$ cat src/rtl/bcd_time_counter_hms_pkg.sv
// Shared types, field offsets, limits and helpers for the HH:MM:SS counter.
// Helpers: bcd_time_valid (preset range check), to_12h (hour display map).
package bcd_time_pkg;

    localparam int S_O = 0;
    localparam int S_T = 4;
    localparam int M_O = 8;
    localparam int M_T = 12;
    localparam int H_O = 16;
    localparam int H_T = 20;

    typedef logic [3:0] bcd_t;

    localparam bcd_t       SEC_T_MAX = 4'd5;
    localparam bcd_t       MIN_T_MAX = 4'd5;
    localparam logic [7:0] HOUR_MAX  = 8'h23;

    typedef struct packed {
        bcd_t h_t;
        bcd_t h_o;
        logic pm;
    } hour12_t;

    function automatic logic bcd_time_valid(input logic [23:0] v);
        bcd_t s_o, s_t, m_o, m_t, h_o, h_t;
        s_o = v[S_O+:4];
        s_t = v[S_T+:4];
        m_o = v[M_O+:4];
        m_t = v[M_T+:4];
        h_o = v[H_O+:4];
        h_t = v[H_T+:4];
        return (s_o <= 4'd9) && (s_t <= SEC_T_MAX) &&
               (m_o <= 4'd9) && (m_t <= MIN_T_MAX) &&
               (h_o <= 4'd9) &&
               ((h_t < 4'd2) || ((h_t == 4'd2) && (h_o <= 4'd3)));
    endfunction

    // Internal hour is always 24h; 00 shows as 12 am, 13..23 as 1..11 pm.
    function automatic hour12_t to_12h(input bcd_t h_t, input bcd_t h_o);
        hour12_t    r;
        logic [4:0] hv;
        hv = 5'(h_t) * 5'd10 + 5'(h_o);
        if (hv == 5'd0) begin
            r = '{h_t: 4'd1, h_o: 4'd2, pm: 1'b0};
        end else if (hv < 5'd12) begin
            r = '{h_t: h_t, h_o: h_o, pm: 1'b0};
        end else if (hv == 5'd12) begin
            r = '{h_t: 4'd1, h_o: 4'd2, pm: 1'b1};
        end else begin
            hv = hv - 5'd12;
            r.pm  = 1'b1;
            r.h_t = (hv >= 5'd10) ? 4'd1 : 4'd0;
            r.h_o = 4'((hv >= 5'd10) ? hv - 5'd10 : hv);
        end
        return r;
    endfunction

endpackage

$ cat src/rtl/bcd_time_counter_hms_if.sv
// Control/status bundle of the time counter.
// master: drives en, mode_12h, load, load_val; slave: drives time and strobes.
interface bcd_time_counter_hms_if;
    logic        en;
    logic        mode_12h;
    logic        load;
    logic [23:0] load_val;
    logic [23:0] time_bcd;
    logic        pm;
    logic        sec_tick;
    logic        min_carry;
    logic        hour_carry;
    logic        day_wrap;
    logic        load_err;

    modport master (
        output en, mode_12h, load, load_val,
        input  time_bcd, pm, sec_tick, min_carry,
        input  hour_carry, day_wrap, load_err
    );

    modport slave (
        input  en, mode_12h, load, load_val,
        output time_bcd, pm, sec_tick, min_carry,
        output hour_carry, day_wrap, load_err
    );
endinterface

$ cat src/rtl/bcd_time_counter_hms_digit.sv
// Single BCD digit counting 0..MAX with load.
// Ports: clk, rst_n, inc, load, ld_val -> q, wrap (combinational inc && q==MAX).
module bcd_digit
    import bcd_time_pkg::*;
#(
    parameter bcd_t MAX = 4'd9
) (
    input  logic clk,
    input  logic rst_n,
    input  logic inc,
    input  logic load,
    input  bcd_t ld_val,
    output bcd_t q,
    output logic wrap
);

    assign wrap = inc && (q == MAX);

    always_ff @(posedge clk or negedge rst_n) begin
        if (!rst_n) begin
            q <= '0;
        end else if (load) begin
            q <= ld_val;
        end else if (inc) begin
            q <= (q == MAX) ? 4'd0 : q + 4'd1;
        end
    end

endmodule

$ cat src/rtl/bcd_time_counter_hms.sv
// HH:MM:SS BCD time-of-day counter with prescaler, 12/24h view and preset.
// Ports: clk, rst_n, bus (slave: en/mode_12h/load/load_val in; time/strobes out).
module bcd_time_counter_hms
    import bcd_time_pkg::*;
#(
    parameter int CLK_DIV = 10,
    parameter int DIV_W   = ($clog2(CLK_DIV) > 0) ? $clog2(CLK_DIV) : 1
) (
    input  logic                  clk,
    input  logic                  rst_n,
    bcd_time_counter_hms_if.slave bus
);

    localparam logic [DIV_W-1:0] DIV_LAST = DIV_W'(CLK_DIV - 1);

    logic [DIV_W-1:0] div_cnt;
    logic    tick, load_ok, inc;
    bcd_t    s_o, s_t, m_o, m_t, h_o, h_t;
    logic    s_o_wrap, s_t_wrap, m_o_wrap, m_t_wrap;
    logic    day;
    hour12_t h12;

    assign tick    = bus.en && (div_cnt == DIV_LAST);
    assign load_ok = bus.load && bcd_time_valid(bus.load_val);
    // A valid load swallows a coincident tick.
    assign inc     = tick && !load_ok;
    assign day     = m_t_wrap && ({h_t, h_o} == HOUR_MAX);

    always_ff @(posedge clk or negedge rst_n) begin
        if (!rst_n) begin
            div_cnt <= '0;
        end else if (load_ok) begin
            div_cnt <= '0;
        end else if (bus.en) begin
            div_cnt <= tick ? '0 : div_cnt + 1'b1;
        end
    end

    bcd_digit #(.MAX(4'd9)) u_s_o (
        .clk(clk), .rst_n(rst_n), .inc(inc), .load(load_ok),
        .ld_val(bus.load_val[S_O+:4]), .q(s_o), .wrap(s_o_wrap)
    );

    bcd_digit #(.MAX(SEC_T_MAX)) u_s_t (
        .clk(clk), .rst_n(rst_n), .inc(s_o_wrap), .load(load_ok),
        .ld_val(bus.load_val[S_T+:4]), .q(s_t), .wrap(s_t_wrap)
    );

    bcd_digit #(.MAX(4'd9)) u_m_o (
        .clk(clk), .rst_n(rst_n), .inc(s_t_wrap), .load(load_ok),
        .ld_val(bus.load_val[M_O+:4]), .q(m_o), .wrap(m_o_wrap)
    );

    bcd_digit #(.MAX(MIN_T_MAX)) u_m_t (
        .clk(clk), .rst_n(rst_n), .inc(m_o_wrap), .load(load_ok),
        .ld_val(bus.load_val[M_T+:4]), .q(m_t), .wrap(m_t_wrap)
    );

    // Hours as one two-digit unit: 09->10, 19->20, 23->00.
    always_ff @(posedge clk or negedge rst_n) begin
        if (!rst_n) begin
            h_t <= '0;
            h_o <= '0;
        end else if (load_ok) begin
            h_t <= bus.load_val[H_T+:4];
            h_o <= bus.load_val[H_O+:4];
        end else if (m_t_wrap) begin
            if (day) begin
                h_t <= '0;
                h_o <= '0;
            end else if (h_o == 4'd9) begin
                h_t <= h_t + 4'd1;
                h_o <= '0;
            end else begin
                h_o <= h_o + 4'd1;
            end
        end
    end

    logic st_r, mc_r, hc_r, dw_r, le_r;

    always_ff @(posedge clk or negedge rst_n) begin
        if (!rst_n) begin
            st_r <= 1'b0;
            mc_r <= 1'b0;
            hc_r <= 1'b0;
            dw_r <= 1'b0;
            le_r <= 1'b0;
        end else begin
            st_r <= inc;
            mc_r <= s_t_wrap;
            hc_r <= m_t_wrap;
            dw_r <= day;
            le_r <= bus.load && !load_ok;
        end
    end

    assign h12 = to_12h(h_t, h_o);

    assign bus.time_bcd = bus.mode_12h ?
                          {h12.h_t, h12.h_o, m_t, m_o, s_t, s_o} :
                          {h_t, h_o, m_t, m_o, s_t, s_o};
    assign bus.pm         = h12.pm;
    assign bus.sec_tick   = st_r;
    assign bus.min_carry  = mc_r;
    assign bus.hour_carry = hc_r;
    assign bus.day_wrap   = dw_r;
    assign bus.load_err   = le_r;

endmodule

$ cat src/flat_wrapper.sv
// flat-port wrapper written by rule: the top's interface ports become plain ports
module bcd_time_counter_hms_flat import bcd_time_pkg::*;
#(
    parameter int CLK_DIV = 10,
    parameter int DIV_W   = ($clog2(CLK_DIV) > 0) ? $clog2(CLK_DIV) : 1
)
  (clk, rst_n, bus_en, bus_mode_12h, bus_load, bus_load_val, bus_time_bcd, bus_pm, bus_sec_tick, bus_min_carry, bus_hour_carry, bus_day_wrap, bus_load_err);
  bcd_time_counter_hms_if bus_i ();
  input  logic clk;
  input  logic rst_n;
  input wire logic [$bits(bus_i.en)-1:0] bus_en;
  input wire logic [$bits(bus_i.mode_12h)-1:0] bus_mode_12h;
  input wire logic [$bits(bus_i.load)-1:0] bus_load;
  input wire logic [$bits(bus_i.load_val)-1:0] bus_load_val;
  output wire logic [$bits(bus_i.time_bcd)-1:0] bus_time_bcd;
  output wire logic [$bits(bus_i.pm)-1:0] bus_pm;
  output wire logic [$bits(bus_i.sec_tick)-1:0] bus_sec_tick;
  output wire logic [$bits(bus_i.min_carry)-1:0] bus_min_carry;
  output wire logic [$bits(bus_i.hour_carry)-1:0] bus_hour_carry;
  output wire logic [$bits(bus_i.day_wrap)-1:0] bus_day_wrap;
  output wire logic [$bits(bus_i.load_err)-1:0] bus_load_err;
  assign bus_i.en = bus_en;
  assign bus_i.mode_12h = bus_mode_12h;
  assign bus_i.load = bus_load;
  assign bus_i.load_val = bus_load_val;
  assign bus_time_bcd = bus_i.time_bcd;
  assign bus_pm = bus_i.pm;
  assign bus_sec_tick = bus_i.sec_tick;
  assign bus_min_carry = bus_i.min_carry;
  assign bus_hour_carry = bus_i.hour_carry;
  assign bus_day_wrap = bus_i.day_wrap;
  assign bus_load_err = bus_i.load_err;
  bcd_time_counter_hms #(.CLK_DIV(CLK_DIV), .DIV_W(DIV_W)) u_core (.clk(clk), .rst_n(rst_n), .bus(bus_i));
endmodule
$ cat config.mk
export PLATFORM = sky130hd
export DESIGN_NAME = bcd_time_counter_hms_flat
export DESIGN_NICKNAME = d
export VERILOG_FILES = /design/src/rtl/bcd_time_counter_hms_pkg.sv /design/src/rtl/bcd_time_counter_hms_if.sv /design/src/rtl/bcd_time_counter_hms_digit.sv /design/src/rtl/bcd_time_counter_hms.sv /design/src/flat_wrapper.sv
export SDC_FILE = /design/constraint.sdc
export NUM_CORES = 1
export LEC_CHECK = 0
export BUFFER_PORTS_ARGS = -buffer_cell sky130_fd_sc_hd__buf_2
export CORE_ASPECT_RATIO = 0.5
export CORE_MARGIN = 8
export CORE_UTILIZATION = 53
export CTS_CLUSTER_DIAMETER = 80
export DETAILED_ROUTE_END_ITERATION = 8
export HOLD_SLACK_MARGIN = 0.06
export PLACE_DENSITY_LB_ADDON = 0.15
export SLEW_MARGIN = 15
export SYNTH_ARGS = -nofsm -noshare
export SYNTH_HDL_FRONTEND = slang
export SYNTH_SLANG_ARGS = --single-unit
$ cat constraint.sdc
create_clock -name clk -period 3.01 [get_ports clk]
set_input_delay 0.1505 -clock clk [delete_from_list [all_inputs] [get_ports clk]]
set_output_delay 0.1505 -clock clk [all_outputs]
set_load 0.01 [all_outputs]
==> results of run 1 <==
stage by stage:
step | TNS (ns) | cells | area (um^2) | setup WS (ns)
finish | 0 | 377 | 2870 | 0.110
global route | -0.0464 | 377 | 2870 | -0.0206
CTS | 0 | 375 | 2770 | 0.0108
detailed placement | 0 | 362 | 2580 | 0.0305
global placement | 0 | 362 | 2580 | 0.140
floorplan | 0 | 253 | 2220 | 0.229
worst reg2reg max path, delay by kind of cell, from the launching register on:
kind / cells / cell delay [ns]
AND/OR/NAND/NOR: 3 / 1.16
flip-flops: 1 / 0.42
AO/OA/AOI/OAI: 2 / 0.31
multiplexers: 1 / 0.29
adder cells (fa/ha/maj): 1 / 0.14
buffers and inverters: 1 / 0.07
metal layers:
| metal | vias to the layer above | global-route usage | wire, um |
|---|---|---|---|
| met4 | 0 | 0.0566 | 59 |
| li1 | 1021 | - | - |
| met2 | 54 | 0.339 | 3190 |
| met5 | - | 0 | 0 |
| met3 | 6 | 0.0370 | 306 |
| met1 | 981 | 0.196 | 2390 |
what timing repair did:
action	CTS	global route
buffers inserted	5	2
gates resized for setup	9	18
hold buffers	1	0
pin swaps	4	1
endpoints found under the hold margin	33	0
endpoints found under the setup margin	4	5
cells in the mapped netlist (2+ instances only):
cell	number	area, um^2
and2_1	5	31.3
nor2b_1	8	50.1
inv_1	16	60.1
xnor2_1	10	87.6
clkbuf_1	7	26.3
dfrtp_1	33	826
ha_1	14	175
a2bb2oi_1	2	17.5
nor2_1	25	93.8
nand3_1	9	45.0
xor2_1	4	35.0
mux2_2	5	56.3
and3_1	3	18.8
a22oi_1	2	15.0
nor3b_1	3	22.5
nor3_1	4	20.0
nor4_1	4	25.0
a21oi_1	10	50.1
o31ai_1	3	22.5
o21ai_0	27	135
a31oi_1	5	31.3
nand2_1	25	93.8
nand3b_1	2	15.0
o21a_1	2	15.0
mux2i_1	3	30.0
layout by cell type (no fill, tap or decap), types with 4 or more instances in the layout:
cell type  count
a31oi_1        5
mux2_2         4
dfrtp_1       32
inv_1         13
ha_4           5
nor4_1         4
nor2b_1        8
clkbuf_8       6
nand3_1        9
a21oi_1       10
nand2_1       25
buf_4         13
nor2_1        25
ha_1           9
o21ai_0       24
xnor2_1        8
buf_2         58
nor3_1         4
and2_1         5
path summary, 6_finish.rpt:
check	slack (ns)	from	endpoint
min reg2reg	0.59	u_core.div_cnt[3]	u_core.div_cnt[3]
max reg2reg	0.51	u_core.div_cnt[1]	u_core.h_o[2]
min	0.09	bus_load_val[8]	u_core.u_m_o.q[0]
max in group asynchronous	2.02	rst_n	u_core.h_t[0]
min in group asynchronous	0.48	rst_n	u_core.h_t[2]
max	0.11	u_core.h_t[0]	bus_time_bcd[17]
area by class of cell:
type                       count  area (um^2)
clock buffer                   7         86.3
fill                         315         1100
inverter                      16         62.6
multi-input combinational    195         1430
sequential                    33          827
tap                           54         67.6
timing repair buffer          72          398
power by group:
| part | internal, uW | total, uW | switching, uW |
|---|---|---|---|
| Combinational | 324 | 651 | 327 |
| Clock | 181 | 335 | 154 |
| Sequential | 529 | 640 | 111 |
sequential cells by signal, indices dropped and copies added (netlist names):
signal,flops
u_core.u_s_t.q,4
u_core.u_m_o.q,4
u_core.bus.sec_tick,1
u_core.bus.min_carry,1
u_core.bus.day_wrap,1
u_core.bus.load_err,1
u_core.bus.hour_carry,1
u_core.h_o,4
u_core.u_m_t.q,4
u_core.div_cnt,4
u_core.h_t,4
u_core.u_s_o.q,4
cells by family (layout without fill, tap and decap cells):
family / after synthesis / in the layout
and+or+nand+nor: 99 / 99
AOI/OAI and AO/OA: 58 / 58
DFF: 33 / 33
buffers and inverters: 25 / 95
adders and majority gates: 15 / 15
xor gates and xnor gates: 15 / 15
muxes: 8 / 8
==> impl_results.md, run 1 <==
- Final setup fails: 0
- Die area: 0.00664 mm^2
- Port buffer count: 58
- Critical Path Sink Type: output pin
- Row count: 16
- Startpoint class of the critical path: flop
- Final nets: around 370
- ANT nets after route: 0
- Root Driver: clkbuf_8
- Synth warn: 0
- Hold Slack: between 0.08 and 0.09 ns
- CP peak stage delay: ~0.43 ns
- Worst hold stages: 3
- Die Ht: 61.8 um
- Adder and majority gate portion of the synthesized area: 0.0879
- Main combinational cell family by area after synthesis: simple AND/OR/NAND/NOR gates
- P_leak: 0.00138 uW
- Post-synthesis xor/xnor area fraction: 0.0654
- Total Wirelength: ~6000 um
- WP data arrival: approximately 2.8 ns
- Worst Hold Class: input port to flop
- Routed len/inst: 15.8 um
- Placer Congestion: approximately 0.85
- Vias: a little over 2000
- Max H-tree Level: 2
- Synth Area in Compound Gates: 0.155
- Vias in the first global route: 2065
- Maximum vdd drop: just under 300 uV
- DRT iter0 DRCs: 86
- MaxCap Viol Count: 0
- Total Power: approximately 1600 uW
- Initial Util: 0.560
- Largest net degree at the start of global routing: 34
- Max clock buf depth: 2
- Critical path's top delay family: adder cells
- Tmin final: roughly 2.9 ns
- Reg clk slew, reported paths: 0.06 ns
- Layout area overhead: 29.1%
- CTS buffer count: 5
- Instance count on the critical path: 12
- Final hold violation count: 0
- CP required: between 2 and 3 ns
- Post-Syn Area per Cell: 8.78 um^2
- First-pass GRT wire length: roughly 9400 um
- Simple-gate share of the synthesized area: 0.235
- Clk sinks: 33
- Worst Max-Slew Pin Slew: 0.753 ns
- PD cells: around 570 mW/mm^2
- Chip width: roughly 110 um
- Initial antenna violation count: 0
- N_diodes: 0
- Post-Syn Area: 0.00222 mm^2
- Max-slew violation count: 0
- # IOs: 59
- Buf/Inv on CP: 3
- FF+latch count, synth: 33
- Worst Skew: around 0.0052 ns
- Predominant post-synthesis flop cell: dfrtp_1
- Final worst-path cycle share: 0.963
- Grt total ovfl: 0
- Number of synthesized flops with an enable pin: 0
- Pre-antenna DRT Iters: 4
- Synth unique cells: between 40 and 50
- Share of layout cells above drive strength 1: 0.328
- Max Freq: between 300 and 400 MHz
- RSZ-0062 raised after global routing: true
- Relative slew slack: 0.497
- Mapped Nets: ~300
- Via density: roughly 5.5
- Core area: approximately 0.004 mm^2
- Multiplexer share of the synthesized area: 0.0389
- CTS tree: done
- Crit Path Class: flop to output pin
- Total GRT Usage: 0.177
- Post-DP HPWL: roughly 4200 um
- Outcome: finished, final reports clean
- Syn Inst Count: between 200 and 300
- Final core utilization: 0.723
- CP Cell Sequence: ha_4 > inv_2 > fa_2 > xor2_2 > buf_4 > ha_1 > and3_1 > nand2b_1 > a21oi_1 > o21ai_2 > a2bb2oi_2 > buf_2
- Worst-case reg-to-reg path depth: 8
- Register area share after synthesis: 0.372
- Asr flop ratio synth: 1.00
- Clk_lat worst skew: about 0.27 ns
- Slowest cell on crit path: dfrtp_2
- CP Max Fanout: 4
- DRC Markers: 0
(Power assumes the default switching activity.)
==> inputs of run 2 (changes only) <==
--- a/config.mk
+++ b/config.mk
@@ -5,10 +5,12 @@
 export SDC_FILE = /design/constraint.sdc
 export NUM_CORES = 1
 export LEC_CHECK = 0
+export ABC_AREA = 1
 export BUFFER_PORTS_ARGS = -buffer_cell sky130_fd_sc_hd__buf_2
+export CELL_PAD_IN_SITES_DETAIL_PLACEMENT = 1
+export CELL_PAD_IN_SITES_GLOBAL_PLACEMENT = 1
 export CORE_ASPECT_RATIO = 0.5
-export CORE_MARGIN = 8
-export CORE_UTILIZATION = 53
+export CORE_UTILIZATION = 38
 export CTS_CLUSTER_DIAMETER = 80
 export DETAILED_ROUTE_END_ITERATION = 8
 export HOLD_SLACK_MARGIN = 0.06
==> run 2 against run 1 <==
  * First-iteration DRC count is 14% lower
  * Clock power up 59%
  * Fmax increased by 1.8%
  * Wire length grew 13%
  * Clock-buffer cell count unchanged
  * Final cell count rose by 29%
  * Register-to-register slack improved by 0.44 ns
  * Critical path depth increased by 3
  * Via count up 17%
  * Final area rose by 6.0%
  * Sequential power shrank 4.5%
  * Flip-flop and latch count stayed put
==> impl_results.md, run 2 <==
- Via density: 4.95 (-9.6%)
- ANT nets after route: 0 (unchanged)
- Vias in the first global route: 2485 (+20%)
- CTS buffer count: 5 (unchanged)
- Final hold violation count: 0 (unchanged)
- Row count: 20 (+4)
- Reg clk slew, reported paths: 0.05 ns (about the same)
- P_leak: 0.00162 uW (+17%)
- Startpoint class of the critical path: flop
- Worst Skew: 0.00405 ns (-0.00116 ns)
- MaxCap Viol Count: 0 (unchanged)
- Worst-case reg-to-reg path depth: 11 (+3)
- Predominant post-synthesis flop cell: dfrtp_1
- CP Max Fanout: 6 (+2)
- FF+latch count, synth: 33 (unchanged)
- # fillers: 791 (+150%)
- Final setup fails: 0 (unchanged)
- Register area: 831 um^2 (+0.45%)
- Max-slew violation count: 0 (unchanged)
- Final worst-path cycle share: 0.947 (-0.0167)
- Asr flop ratio synth: 1.00 (unchanged)
- N_diodes: 0 (unchanged)
- PD cells: 508 mW/mm^2 (-10%)
- # IOs: 59 (unchanged)
- Met3 Use GR: 0.0429 (+0.00585)
- Total Wirelength: 6710 um (+13%)
- Synth area leaders: dfrtp_1 34%, nand2_1 12%, ha_1 7.3%
- Die Ht: 58.2 um (-5.8%)
- Layout area overhead: 26.6%
- Tmin final: 2.85 ns (-0.0503 ns)
- Most frequent cells in the layout: 79 x nand2_1, 58 x buf_2, 45 x inv_1
- Setup ws final: 0.161 ns (+0.0503 ns)
- Met2 Usage GRT: 0.403 (+0.0635)
- First-pass GRT wire length: 11400 um (+21%)
- Largest net degree at the start of global routing: 34 (unchanged)
- Dpl ws: 0.187 ns (+0.156 ns)
- Total Power: 1540 uW (-5.1%)
- Initial Util: 0.395 (-0.165)
- HP Start: bus_load_val[14]
- Reg2reg end: u_core.h_t[3]
- Post-DP HPWL: 5280 um (+24%)
- Number of synthesized flops with an enable pin: 0 (unchanged)
- Post-Syn Area per Cell: 7.32 um^2 (-17%)
- CP required: 2.86 ns (about the same)
- Worst hold stages: 3 (unchanged)
- Most frequent cell after synthesis: nand2_1
- Synth warn: 0 (unchanged)
- Largest area contributor in the netlist: dfrtp_1
- Syn Inst Count: 328 (+30%)
- Max clock buf depth: 2 (unchanged)
- Synth top area share: 0.344 (-0.0281)
- Critical Path Sink Type: output pin
- R2R setup slack: 0.95 ns (+0.44 ns)
- DRT iter0 DRCs: 74 (-14%)
- DRC Markers: 0 (unchanged)
- Pre-antenna DRT Iters: 4 (unchanged)
- Maximum vdd drop: 366 uV (+23%)
- Most Crowded Layer GR: met2
- Worst Max-Slew Pin Slew: 0.786 ns (+0.0328 ns)
- Max H-tree Level: 2 (unchanged)
- Commonest non-fill, non-tap cell in the layout: nand2_1
- Share of layout cells above drive strength 1: 0.278 (-0.0500)
- Final core utilization: 0.500 (-0.223)
- Reg-to-reg startpoint: u_core.div_cnt[1]
- WP data arrival: 2.70 ns (-0.05 ns)
- Final nets: 442 (+20%)
- GR met1 Demand/Resource: 0.261 (+0.0648)
- Mapped Nets: 372 (+25%)
- Most frequent cells after synthesis: 79 x nand2_1, 46 x inv_1, 33 x dfrtp_1
- CTS tree: done
- Worst Hold End: u_core.u_m_t.q[2]
- Die area: 0.00666 mm^2 (+0.29%)
- Grt total ovfl: 0 (unchanged)
- Placer Congestion: 0.823 (-2.8%)
- Clk sinks: 33 (unchanged)
- Synth unique cells: 40 (-15%)
- Vias: 2409 (+17%)
- Core area: 0.00608 mm^2 (+53%)
- Relative slew slack: 0.476 (-0.0206)
- Worst Hold Class: input port to flop
- Max Freq: 351 MHz (+1.8%)
- Total GRT Usage: 0.217 (+0.0403)
- Outcome: finished, final reports clean
- Routed len/inst: 13.8 um (-13%)
- Port buffer count: 58 (unchanged)
- Clk_lat worst skew: 0.27 ns (about the same)
- Register area share after synthesis: 0.344 (-0.0281)
- Chip width: 114 um (+6.4%)
- Multi-input gate area: 0.00136 mm^2 (-4.6%)
- Root Driver: clkbuf_16
- Hold Slack: 0.114 ns (+0.0255 ns)
- Initial antenna violation count: 0 (unchanged)
- Crit Path Class: flop to output pin
- Post-Syn Area: 0.00240 mm^2 (+8.2%)
## run 2: cell count changes after synthesis, sizes merged, moves of 4 or more
cell and delta:
and2 -5, and3 -4, a21oi -4, o211ai +4, clkbuf -5, nor2b -8
nand3 +25, nor4 -4, inv +38, mux2 -5, nand2 +61, xnor2 -4
## run 2: cell type report
class                           instances  area share
Clock buffer                            7      0.0502
Clock inverter                          1     0.00165
Inverter                               57      0.0704
Multi-Input combinational cell        233       0.447
Sequential cell                        33       0.273
Tap cell                               88      0.0362
Timing Repair Buffer                   68       0.121
## run 2: worst max-delay path by stage
stage	from	end	slack [ns]	depth (start not counted)
final	u_core.h_t[2]	bus_time_bcd[19]	0.16	15
after global routing	u_core.h_t[0]	bus_time_bcd[19]	-0.02	16
after CTS	u_core.h_t[0]	bus_time_bcd[19]	0.004	15
after detailed placement	u_core.h_t[0]	bus_time_bcd[19]	0.19	15
after global placement	u_core.h_t[0]	bus_time_bcd[19]	0.41	15
after floorplan	u_core.h_t[0]	bus_time_bcd[20]	0.60	12
## run 2: cell families after synthesis
logic type,after synthesis,share of synthesized area
flops,33,0.344
fa+ha+maj,15,0.0813
xor+xnor,11,0.0464
buf+inv,62,0.0984
simple gates,158,0.305
compound gates,49,0.126
## run 2: per-stage QoR
step	TNS (ns)	std cells	instance area (um^2)
2_1_floorplan	0	328	2400
3_3_place_gp	0	471	2800
3_5_place_dp	0	471	2800
4_1_cts	0	480	2970
5_1_grt	-0.0204	487	3040
6_report	0	487	3040
## run 2: worst max-delay path, stage by stage (launching register included)
cell and delay, ns:
dfrtp_2 0.45, ha_1 0.33, ha_4 0.25, xnor2_2 0.20, inv_1 0.11, ha_1 0.33, nor2_1 0.10, inv_1 0.06
nand2_1 0.07, inv_1 0.07, nand2_2 0.09, nand2_1 0.07, nand2_1 0.06, nand3_1 0.06, nand2_1 0.06, buf_2 0.12
## run 2: timing repair
action	4_1_cts	5_1_grt
endpoints found under the hold margin	33	0
endpoints found under the setup margin	6	7
hold buffers	1	0
setup buffers	0	7
resized for setup	1	7
pin swaps	1	1
## run 2: power by group
group | internal (uW) | total, uW | switching, uW
Clock | 350 | 533 | 183
Sequential | 522 | 611 | 88.8
Combinational | 168 | 400 | 232
## run 2: metal layers
metal | part of all wire | wire, um | vias up
met3 | 0.030 | 201 | 6
met1 | 0.44 | 2990 | 1170
li1 | - | - | 1199
met4 | 0.0085 | 57 | 0
met2 | 0.52 | 3470 | 34
met5 | 0 | 0 | -
